$ cat config.mk
export PLATFORM = sky130hd
export DESIGN_NAME = led_frame_sequencer
export DESIGN_NICKNAME = d
export VERILOG_FILES = /design/src/rtl/amdc_leds_pkg.sv /design/src/rtl/led_latch_timer.sv /design/src/rtl/led_frame_sequencer.sv
export SDC_FILE = /design/constraint.sdc
export NUM_CORES = 1
export LEC_CHECK = 0
export CAP_MARGIN = 0
export CORE_ASPECT_RATIO = 1.25
export CORE_UTILIZATION = 40
export DETAILED_ROUTE_END_ITERATION = 8
export GPL_TIMING_DRIVEN = 0
export RECOVER_POWER = 50
export SYNTH_ARGS = -nofsm -noshare
export SYNTH_HDL_FRONTEND = slang
export SYNTH_SLANG_ARGS = --single-unit
$ cat constraint.sdc
create_clock -name clk -period 3.9 [get_ports clk]
set_clock_uncertainty 0.1 [all_clocks]
set_input_delay 0.78 -clock clk [delete_from_list [all_inputs] [get_ports clk]]
set_output_delay 0.78 -clock clk [all_outputs]
set_load 0.02 [all_outputs]
$ cat src/rtl/amdc_leds_pkg.sv
// Shared definitions for the LED chain frame sequencer: word width,
// default latch length and the sequencer state encoding.
package amdc_leds_pkg;

    localparam int LED_WORD_W           = 24;
    localparam int DEFAULT_RESET_CYCLES = 20000;

    // IDLE must stay at zero so a cleared state register means "not busy".
    typedef enum logic [2:0] {
        ST_IDLE    = 3'd0,
        ST_LOAD    = 3'd1,
        ST_ISSUE   = 3'd2,
        ST_START   = 3'd3,
        ST_WAIT_LO = 3'd4,
        ST_WAIT_HI = 3'd5,
        ST_LATCH   = 3'd6
    } seq_state_e;

endpackage

$ cat src/rtl/led_latch_timer.sv
// Loadable up-counter that times the latch/reset low period of the LED line.
// start_i clears the count; while run_i is high it counts up and holds at
// CYCLES-1, where expired_o is raised.
module led_latch_timer
    import amdc_leds_pkg::*;
#(
    parameter int CYCLES = DEFAULT_RESET_CYCLES
) (
    input  logic clk,
    input  logic rst_n,
    input  logic start_i,
    input  logic run_i,
    output logic expired_o
);

    localparam int CW = $clog2(CYCLES);

    logic [CW-1:0] cnt_q;
    logic [CW-1:0] cnt_d;

    assign expired_o = (cnt_q == CW'(CYCLES - 1));

    // Next count: clear on start, otherwise advance until the terminal value.
    always_comb begin
        cnt_d = cnt_q;
        if (start_i) begin
            cnt_d = '0;
        end else if (run_i && !expired_o) begin
            cnt_d = cnt_q + 1'b1;
        end
    end

    // Count register.
    always_ff @(posedge clk or negedge rst_n) begin
        if (!rst_n) begin
            cnt_q <= '0;
        end else begin
            cnt_q <= cnt_d;
        end
    end

endmodule

$ cat src/rtl/led_frame_sequencer.sv
// Frame-level controller for the LED chain. Holds one colour word per LED,
// and on trigger streams every word MSB first through the line driver's
// start/code/done handshake, then holds the line low for the latch period.
//
// Line driver handshake: ld_done high means the driver is free. ld_start is
// a one-cycle request carrying ld_code; the driver drops ld_done after it
// samples ld_start and raises it again when the bit has been sent. ld_code
// is held from the start cycle until ld_done rises.
module led_frame_sequencer
    import amdc_leds_pkg::*;
#(
    parameter  int N_LEDS       = 8,
    parameter  int RESET_CYCLES = DEFAULT_RESET_CYCLES,
    localparam int AW           = (N_LEDS > 1) ? $clog2(N_LEDS) : 1
) (
    input  logic                  clk,
    input  logic                  rst_n,
    input  logic                  wr_en,
    input  logic [AW-1:0]         wr_addr,
    input  logic [LED_WORD_W-1:0] wr_data,
    input  logic                  trigger,
    output logic                  busy,
    output logic                  frame_done,
    output logic                  ld_code,
    output logic                  ld_start,
    input  logic                  ld_done
);

    seq_state_e            state_q, state_d;
    logic [AW-1:0]         led_idx_q, led_idx_d;
    logic [4:0]            bit_cnt_q, bit_cnt_d;
    logic [LED_WORD_W-1:0] shreg_q, shreg_d;
    logic                  pending_q, pending_d;
    logic [LED_WORD_W-1:0] colour_q [N_LEDS];

    logic                  latch_start;
    logic                  latch_expired;
    logic                  last_led;
    logic                  wr_in_range;
    logic [AW:0]           wr_addr_ext;

    // Widen by one bit so the range check is meaningful for any N_LEDS.
    assign wr_addr_ext = {1'b0, wr_addr};
    assign wr_in_range = (wr_addr_ext < (AW + 1)'(N_LEDS));
    assign last_led    = (led_idx_q == AW'(N_LEDS - 1));

    // Colour array: written from the host side at any time, in-range only.
    always_ff @(posedge clk or negedge rst_n) begin
        if (!rst_n) begin
            for (int i = 0; i < N_LEDS; i++) begin
                colour_q[i] <= '0;
            end
        end else if (wr_en && wr_in_range) begin
            colour_q[wr_addr] <= wr_data;
        end
    end

    led_latch_timer #(
        .CYCLES (RESET_CYCLES)
    ) u_latch_timer (
        .clk       (clk),
        .rst_n     (rst_n),
        .start_i   (latch_start),
        .run_i     (state_q == ST_LATCH),
        .expired_o (latch_expired)
    );

    // Next-state logic: bit/LED sequencing and the single pending request.
    always_comb begin
        state_d     = state_q;
        led_idx_d   = led_idx_q;
        bit_cnt_d   = bit_cnt_q;
        shreg_d     = shreg_q;
        pending_d   = pending_q;
        latch_start = 1'b0;

        // Extra triggers while a frame runs collapse into one request.
        if (trigger && (state_q != ST_IDLE)) begin
            pending_d = 1'b1;
        end

        case (state_q)
            ST_IDLE: begin
                if (trigger || pending_q) begin
                    state_d   = ST_LOAD;
                    led_idx_d = '0;
                    pending_d = 1'b0;
                end
            end
            ST_LOAD: begin
                shreg_d   = colour_q[led_idx_q];
                bit_cnt_d = 5'(LED_WORD_W - 1);
                state_d   = ST_ISSUE;
            end
            ST_ISSUE: begin
                if (ld_done) begin
                    state_d = ST_START;
                end
            end
            ST_START: begin
                state_d = ST_WAIT_LO;
            end
            ST_WAIT_LO: begin
                if (!ld_done) begin
                    state_d = ST_WAIT_HI;
                end
            end
            ST_WAIT_HI: begin
                if (ld_done) begin
                    if (bit_cnt_q != 5'd0) begin
                        shreg_d   = {shreg_q[LED_WORD_W-2:0], 1'b0};
                        bit_cnt_d = bit_cnt_q - 5'd1;
                        state_d   = ST_ISSUE;
                    end else if (last_led) begin
                        // Clearing shreg keeps the code line low while latching.
                        shreg_d     = '0;
                        latch_start = 1'b1;
                        state_d     = ST_LATCH;
                    end else begin
                        led_idx_d = led_idx_q + 1'b1;
                        state_d   = ST_LOAD;
                    end
                end
            end
            ST_LATCH: begin
                if (latch_expired) begin
                    if (pending_q) begin
                        // Back-to-back frame without passing through IDLE.
                        state_d   = ST_LOAD;
                        led_idx_d = '0;
                        pending_d = 1'b0;
                    end else begin
                        state_d = ST_IDLE;
                    end
                end
            end
            default: begin
                state_d = ST_IDLE;
            end
        endcase
    end

    // Sequencer registers.
    always_ff @(posedge clk or negedge rst_n) begin
        if (!rst_n) begin
            state_q   <= ST_IDLE;
            led_idx_q <= '0;
            bit_cnt_q <= '0;
            shreg_q   <= '0;
            pending_q <= 1'b0;
        end else begin
            state_q   <= state_d;
            led_idx_q <= led_idx_d;
            bit_cnt_q <= bit_cnt_d;
            shreg_q   <= shreg_d;
            pending_q <= pending_d;
        end
    end

    // Outputs decode registered state only.
    assign busy       = (state_q != ST_IDLE);
    assign ld_start   = (state_q == ST_START);
    assign ld_code    = shreg_q[LED_WORD_W-1];
    assign frame_done = (state_q == ST_LATCH) && latch_expired;

endmodule

Yosys cells after proc, flatten, opt, wreduce, memory -nomap -nowiden. Cells that the tools add are included. W data, S select, Z words.

Add/subtract/negate cells: 3. Order comparisons: 4. Eq/ne operators: 18. Mux-type cells: 40. Bitwise logic cells: 2. Reductions and logical operators: 17.

Operators by type and width (number): $bwmux W192 (1); $mux W24 (6); $bmux W24 S3 (1); $demux W24 S3 (1); $pmux W24 S2 (1); $mux W3 (13); $mux W15 (2); $pmux W3 S7 (1); $ne A2 B2 Y1 const B (9); $add A15 B1 Y15 const B (1); $eq A15 B15 Y1 const B (1); $eq A3 B3 Y1 const B (4); $mux W5 (2); $pmux W5 S2 (1); $mux W1 (9); $pmux W3 S3 (1); $ge A4 B4 Y1 const B (2); $not A3 Y4 (2); $reduce_and A7 Y1 (1); $eq A3 B2 Y1 const B (2); $reduce_and A3 Y1 (2); $reduce_bool A3 Y1 (2); $logic_and A1 B1 Y1 (5); $reduce_and A5 Y1 (1); 12 further kinds (13).

Bits in registers: 243. Bits of input ports: 32. Word-level logic and storage cells: 98.

Depth between registers and ports, before layout. Gate-level depths: netlist (run 1).

Depth in word-level cells: 6. Gate-level depth with buffers: 8. Depth with buffers taken out: 6.

By module. Synthesis (run 1) repeated with hierarchy kept, for this count alone.

Cells, all modules: 826. Area, all modules: 11222.0 µm².

Modules (own cells, without submodules): led_frame_sequencer (instances 1, cells each 745, area an instance 10427.5 µm², sequential area each 5705.5 µm²); led_latch_timer (instances 1, cells each 81, area an instance 794.5 µm², sequential area each 375.4 µm²).

Worst setup path before layout (run 1). OpenSTA, ideal clock, no wires.

Path type: in2reg. Start: input wr_en. End: register colour_q[147] in the netlist's numbering. Library setup time: 125 ps. Data arrival time: 2071 ps. Path slack: 1605 ps. Stages on the path: 5. Buffers on the path: 2. Path through: clkbuf_1 -> nand2_1 -> nor3_1 -> buf_2 -> mux2_2.

Cells in the longest elaborated chain, start to end: 1.

Ends and longest elaborated chain: from (decl) (line led_frame_sequencer.sv:18) `input logic wr_en,`; $logic_and A1 B1 Y1 (line led_frame_sequencer.sv:53) `end else if (wr_en && wr_in_range) begin`; to (signal, indexed assignment) (line led_frame_sequencer.sv:54) `colour_q[wr_addr] <= wr_data;`; to (decl) (line led_frame_sequencer.sv:34) `logic [LED_WORD_W-1:0] colour_q [N_LEDS];`.

No other way between the ends. A chain may end at the register's enable or synchronous reset.

Final worst setup path (run 1).
Start: register state_q[1]. End: output ld_start.

Cells in the longest elaborated chain, start to end: 1.

Ends and longest elaborated chain: from (decl) (line led_frame_sequencer.sv:29) `seq_state_e state_q, state_d;`; from (signal assigned) (line led_frame_sequencer.sv:152) `state_q <= state_d;`; $eq A3 B2 Y1 (line led_frame_sequencer.sv:162) `assign ld_start = (state_q == ST_START);`; to (decl) (line led_frame_sequencer.sv:25) `output logic ld_start,`.

No other way between the ends.

==> flow_summary_export.csv, run 1 <==
group,metric,value,unit
power_and_ir_drop,leakagePower,5.18,nW
logic_synthesis,synth_ff_type,"dfrtp_1",
worst_setup_path,end_kind,"output pin",
layout,diodes,0,
logic_synthesis,async_reset_ff_frac,1.00,
global_route,grt_usage,0.178,
sta,hold-worst-slack,396,ps
logic_synthesis,synth_top_cell_by_area,"dfrtp_1",
worst_setup_path,rrSetupSlack,1390,ps
clock_network,cts.sinks,243,
clock_network,h-tree-depth,1,
logic_synthesis,synth_area,11300,µm²
worst_setup_path,arrival,2240,ps
clock_network,cts-root-to-sink-buffers,3,
floorplanning,num_io_pins,36,
flow_run,drv_cap,1,
logic_synthesis,syn_nets,815,
worst_setup_path,crit_chain,"clkbuf_1 -> nand2_1 -> nor2_1 -> clkdlybuf4s50_1",
clock_network,cts_resized,0,
global_route,grt_pass1_vias,7077,
logic_synthesis,synth-seq-cells,243,
worst_setup_path,worstPathRequired,3020,ps
global_route,grt_first_pass_wirelength,40.3,mm
route,via_count,6814,
worst_setup_path,r2r_start,"led_idx_q[2]$_DFFE_PN0P_",
worst_setup_path,startpoint_type,"flop",
place,io_buffers,31,
min_path,min_from,"shreg_q[0]$_DFFE_PN0P_",
clock_network,cts_root_buf,"clkbuf_16",
layout,final_cells,1207,
clock_network,clk_pin_slew,60,ps
worst_setup_path,cp_num_cells,4,
layout,final_nets,877,
floorplanning,dieWidth,152,µm
floorplanning,initial_core_util,0.407,
run_status,status,"complete, but fails checks",
clock_network,cts_setup_buffers,0,
worst_setup_path,crit_fanout,10,
sta,fmax,320,MHz
worst_setup_path,path_buf_inv,2,
worst_setup_path,critPathMaxStageDelay,610,ps
layout,fillers,2447,
logic_synthesis,synth.area.top_cells,"dfrtp_1, mux2_2, mux4_2",
sta,min_period,3120,ps
route,detail_route.iter0.violations,276,
global_route,antenna_found_initial,0,
route,wl_per_cell,20.5,µm
route,drc_errors,8,
worst_setup_path,critPathKind,"flop to output pin",
floorplanning,die-area,28800,µm²
logic_synthesis,yosysWarnings,0,
route,finalWirelength,24.7,mm
worst_setup_path,reg2reg_depth,5,
floorplanning,fp.dieH,190,µm
sta,fin_setup_tns,0,ps
logic_synthesis,synth.top_cell.area_share,0.540,
power_and_ir_drop,power_density,632,nW/µm²
logic_synthesis,synth.most_common_cell,"dfrtp_1",
sta,max_slew_margin,-0.173,
sta,rsz0062_at_grt,"no",
clock_network,numCtsBuffers,26,
floorplanning,core_area,27700,µm²
logic_synthesis,synth.distinct_cells,54,
place,dpl.hpwl,16.0,mm
sta,finalHoldViolCount,0,
global_route,grt_max_degree,121,
logic_synthesis,synth-edff-count,0,
sta,setup_viol,0,
run_status,violations,"DRC, capacitance limit, slew limit",
min_path,hold_class,"flop to flop",
floorplanning,fp-row-count,68,
global_route,grt.overflow.total,0,
min_path,holdPathStages,1,
clock_network,clock_latency,540,ps
place,dpl.cell_count,1162,
sta,drv_slew,25,
logic_synthesis,avgSynthCellArea,14.5,µm²
worst_setup_path,crit_path_top_delay_cell,"clkdlybuf4s50_1",
logic_synthesis,ys_top_cells_by_count,"dfrtp_1, mux2_2, mux4_2, nand2_1, clkbuf_1",
route,vias_per_cell,5.65,
route,dr.pass1.iters,6,
power_and_ir_drop,ir_drop,0.361,mV
logic_synthesis,synthCells,779,
worst_setup_path,critical_path.top_delay_family,"buffers and inverters",
sta,tightest_slew,1760,ps
sta,min_period_over_period,0.801,
clock_network,postCtsHoldBufs,1,
worst_setup_path,cp-startpoint,"state_q[1]$_DFFE_PN0P_",
layout,area_growth,14.2,%
place,gp_congestion,0.763,
route,ant_nets,0,
layout,drive_above_1_share,0.366,
worst_setup_path,worstSetupEndpoint,"ld_start",
clock_network,cts_tree,"built",
logic_synthesis,ys_seq_area_frac,0.540,
worst_setup_path,timing.rr.end,"shreg_q[17]$_DFFE_PN0P_",
where the power goes:
group          total (W)  switching (W)  internal, W
registers        0.00352       0.000364      0.00316
logic            0.00227        0.00110      0.00118
clock network    0.00235       0.000986      0.00136
total            0.00814        0.00245      0.00569
cells by family (layout without fill, tap and decap cells):
kind of cell    after synthesis  count (layout)  synth area share
mux                         272             272             0.317
compound gates               87              87            0.0542
simple gates                109             109            0.0580
buf+inv                      62             140            0.0253
xor+xnor                      2               2           0.00156
fa+ha+maj                     4               4           0.00444
flops                       243             243             0.540
layout make-up:
type	count	area, µm²	share of cell area
Sequential cell	243	6080	0.473
Tap cell	350	438	0.0340
Inverter	5	18.8	0.00146
Buffer	57	267	0.0207
Clock inverter	8	76.3	0.00593
Timing Repair Buffer	34	369	0.0287
Clock buffer	36	728	0.0566
Multi-Input combinational cell	474	4890	0.380
layout by cell type, fill, tap and decap left out, types with 4 or more instances in the layout:
cell type,n
clkinv_2,6
nand4_1,8
nand4b_1,5
mux4_2,48
clkbuf_8,4
clkbuf_1,38
o221ai_1,23
mux2i_1,29
nand3_1,4
clkdlybuf4s50_1,30
nand2_1,40
or4_1,10
mux2_2,193
o21ai_0,27
o31ai_1,8
nor3_1,4
a21oi_1,13
buf_2,18
inv_1,5
dfrtp_1,243
nor2_1,9
and3_1,4
and4_1,4
clkbuf_16,26
ha_1,4
worst min path at each step:
stage / slack (ps) / endpoint
after floorplan: 360 / shreg_q[0]$_DFFE_PN0P_
after global placement: 380 / colour_q[38]$_DFFE_PN0P_
after detailed placement: 380 / shreg_q[0]$_DFFE_PN0P_
after CTS: 400 / shreg_q[0]$_DFFE_PN0P_
after global routing: 410 / colour_q[30]$_DFFE_PN0P_
final: 400 / shreg_q[0]$_DFFE_PN0P_
flip-flops by register name (all words and copies together) (netlist names):
signal / count
shreg_q: 24
state_q: 3
bit_cnt_q: 5
led_idx_q: 3
colour_q: 192
pending_q: 1
u_latch_timer.cnt_q: 15
worst reg2reg max path, cell delays in order, from the launching register on:
cell	delay, ps
dfrtp_1	400
buf_2	350
buf_1	680
mux4_2	410
mux2i_1	250
o221ai_1	190
through the flow:
step | util | total power [W] | worst slack (ps) | cell area, µm²
after floorplan | - | 0.00520 | 1600 | 11300
after global placement | 0.434 | 0.00580 | -8900 | 12000
after detailed placement | 0.437 | 0.00587 | 897 | 12100
after CTS | 0.466 | 0.00825 | 721 | 12900
after global routing | 0.465 | 0.00861 | 644 | 12900
final | 0.465 | 0.00814 | 777 | 12900
per-layer routing:
layer	vias up	GRT usage	part of all wire
met2	101	0.312	0.51
met5	-	0	0
li1	3083	-	-
met3	28	0.0200	0.028
met4	0	0.0483	0.019
met1	3602	0.234	0.44
(Power assumes the default switching activity.)
==> inputs of run 2 (changes only) <==
Clock period 3.9 ns to 3 ns, I/O delays scaled along.
==> run 2 against run 1 <==
  * The flow still finishes with violations (DRC, capacitance limit, slew limit)
  * Global-route usage is the same
  * Non-clock buffer count is the same
  * Power grew 30%
  * Combinational power grew 30%
  * Worst setup slack lost 620 ps
  * First-iteration DRC count grew 8.0%
  * Design area is essentially flat
  * Clock power grew 30%
  * Critical path depth shrank 1
==> flow_summary_export.csv, run 2 (synthesis gave the netlist of run 1 again) <==
group,metric,value,unit
run_status,status,"complete, but fails checks",
run_status,violations,"DRC, capacitance limit, slew limit",
floorplanning,core_area,27700,µm²
route,dr.pass1.iters,6,
place,placed_cell_area,12100,µm²
flow_run,drv_cap,1,
worst_setup_path,arrival,2140,ps
sta,drv_slew,25,
global_route,antenna_found_initial,0,
clock_network,clk_pin_slew,60,ps
worst_setup_path,crit_fanout,10,
floorplanning,dieWidth,152,µm
global_route,grt_pass1_vias,7077,
global_route,grt_max_degree,121,
floorplanning,fp-row-count,68,
worst_setup_path,r2r_start,"led_idx_q[2]$_DFFE_PN0P_",
power_and_ir_drop,power.share.combinational,0.280,
global_route,grt_usage,0.178,
layout,design_area,12900,µm²
worst_setup_path,path_buf_inv,2,
power_and_ir_drop,intPower,0.00740,W
power_and_ir_drop,seqPwrFrac,0.433,
min_path,hold_class,"flop to flop",
worst_setup_path,crit_chain,"buf_2 -> or3_1 -> clkdlybuf4s50_1",
power_and_ir_drop,power_switching,0.00318,W
power_and_ir_drop,leakagePower,5.20,nW
place,gp_congestion,0.763,
power_and_ir_drop,clkPwrFrac,0.288,
layout,final_nets,877,
sta,finalHoldViolCount,0,
global_route,grt.overflow.total,0,
clock_network,cts_tree,"built",
clock_network,cts_root_buf,"clkbuf_16",
floorplanning,fp.dieH,190,µm
place,dpl.hpwl,16.0,mm
sta,setup_viol,0,
layout,drive_above_1_share,0.370,
sta,min_period_over_period,0.948,
power_and_ir_drop,ir_drop,0.470,mV
route,via_count,6845,
layout,area_growth,14.3,%
worst_setup_path,critical_path.top_delay_family,"buffers and inverters",
worst_setup_path,critPathKind,"flop to output pin",
clock_network,numCtsBuffers,26,
route,ant_nets,0,
floorplanning,num_io_pins,36,
worst_setup_path,end_kind,"output pin",
layout,largest_reg_flops,192,
route,detail_route.iter0.violations,298,
clock_network,clock_latency,540,ps
worst_setup_path,crit_path_top_delay_cell,"clkdlybuf4s50_1",
worst_setup_path,cp-startpoint,"state_q[0]$_DFFE_PN0P_",
layout,top_regs,"colour_q: 192 flops, shreg_q: 24 flops, u_latch_timer.cnt_q: 15 flops",
route,vias_per_cell,5.67,
floorplanning,initial_core_util,0.407,
sta,rsz0062_at_grt,"no",
clock_network,cts-root-to-sink-buffers,3,
layout,layout_commonest_cell,"dfrtp_1",
sta,fmax,352,MHz
worst_setup_path,startpoint_type,"flop",
layout,fillers,2445,
worst_setup_path,worstPathRequired,2300,ps
power_and_ir_drop,switching_share,0.301,
route,finalWirelength,24.8,mm
layout,most-common-layout-cells,"dfrtp_1, mux2_2, mux4_2",
floorplanning,die-area,28800,µm²
sta,fin_ws,157,ps
sta,fin_setup_tns,0,ps
power_and_ir_drop,power_density,822,nW/µm²
global_route,grt_first_pass_wirelength,40.3,mm
sta,tightest_slew,1710,ps
worst_setup_path,critPathMaxStageDelay,580,ps
place,io_buffers,31,
place,pre_cts_ws,177,ps
layout,regMostFlops,"colour_q",
route,drc_errors,8,
clock_network,h-tree-depth,1,
layout,diodes,0,
power_and_ir_drop,total_power,0.0106,W
sta,hold-worst-slack,395,ps
route,wl_per_cell,20.5,µm
sta,max_slew_margin,-0.139,
clock_network,cts.sinks,243,
min_path,min_from,"shreg_q[0]$_DFFE_PN0P_",
sta,min_period,2840,ps
## run 2: changes by cell type in the layout (fill, tap and decap cells not counted), sizes merged
cell           delta
clkdlybuf4s50     -1
dlymetal6s2s      +1
## run 2: power groups by stage
stage	clock [W]	sequential, W	combinational [W]
2_1_floorplan	0	0.00448	0.00228
3_3_place_gp	0	0.00461	0.00293
3_5_place_dp	0	0.00463	0.00299
4_1_cts	0.00315	0.00457	0.00300
5_1_grt	0.00325	0.00469	0.00326
6_report	0.00305	0.00458	0.00296
## run 2: per-layer routing
metal	track usage	wire length, µm	up-vias
met5	0	0	-
met4	0.0483	464	0
met2	0.312	12600	99
li1	-	-	3082
met3	0.0200	658	30
met1	0.234	11000	3634
## run 2: repair_timing
item / in CTS / in global routing
resized for setup: 0 / 4
endpoints found under the setup margin: 0 / 2
hold endpoints to repair: 24 / 0
hold buffers: 1 / 0
buffers inserted: 0 / 0
## run 2: layout make-up
cell class	count	area (µm²)	share of cell area
clock buffers	36	728	0.0565
flip-flops and latches	243	6080	0.472
inverters	5	18.8	0.00146
repair buffers	34	364	0.0283
plain buffers	57	268	0.0208
well taps	350	438	0.0340
clock inverters	8	76.3	0.00593
multi-input cells	474	4900	0.381
## run 2: per-stage QoR
stage / std cells / util
2_1_floorplan: 779 / -
3_3_place_gp: 1160 / 0.434
3_5_place_dp: 1162 / 0.437
4_1_cts: 1207 / 0.466
5_1_grt: 1207 / 0.466
6_report: 1207 / 0.466
## run 2: worst paths after layout
check / end / slack (ps) / cells past startpoint
max: busy / 160 / 3
min reg2reg: shreg_q[0]$_DFFE_PN0P_ / 400 / 1
min in group asynchronous: colour_q[122]$_DFFE_PN0P_ / 950 / 2
min: shreg_q[0]$_DFFE_PN0P_ / 400 / 1
max in group asynchronous: colour_q[14]$_DFFE_PN0P_ / 450 / 3
max reg2reg: shreg_q[17]$_DFFE_PN0P_ / 500 / 5
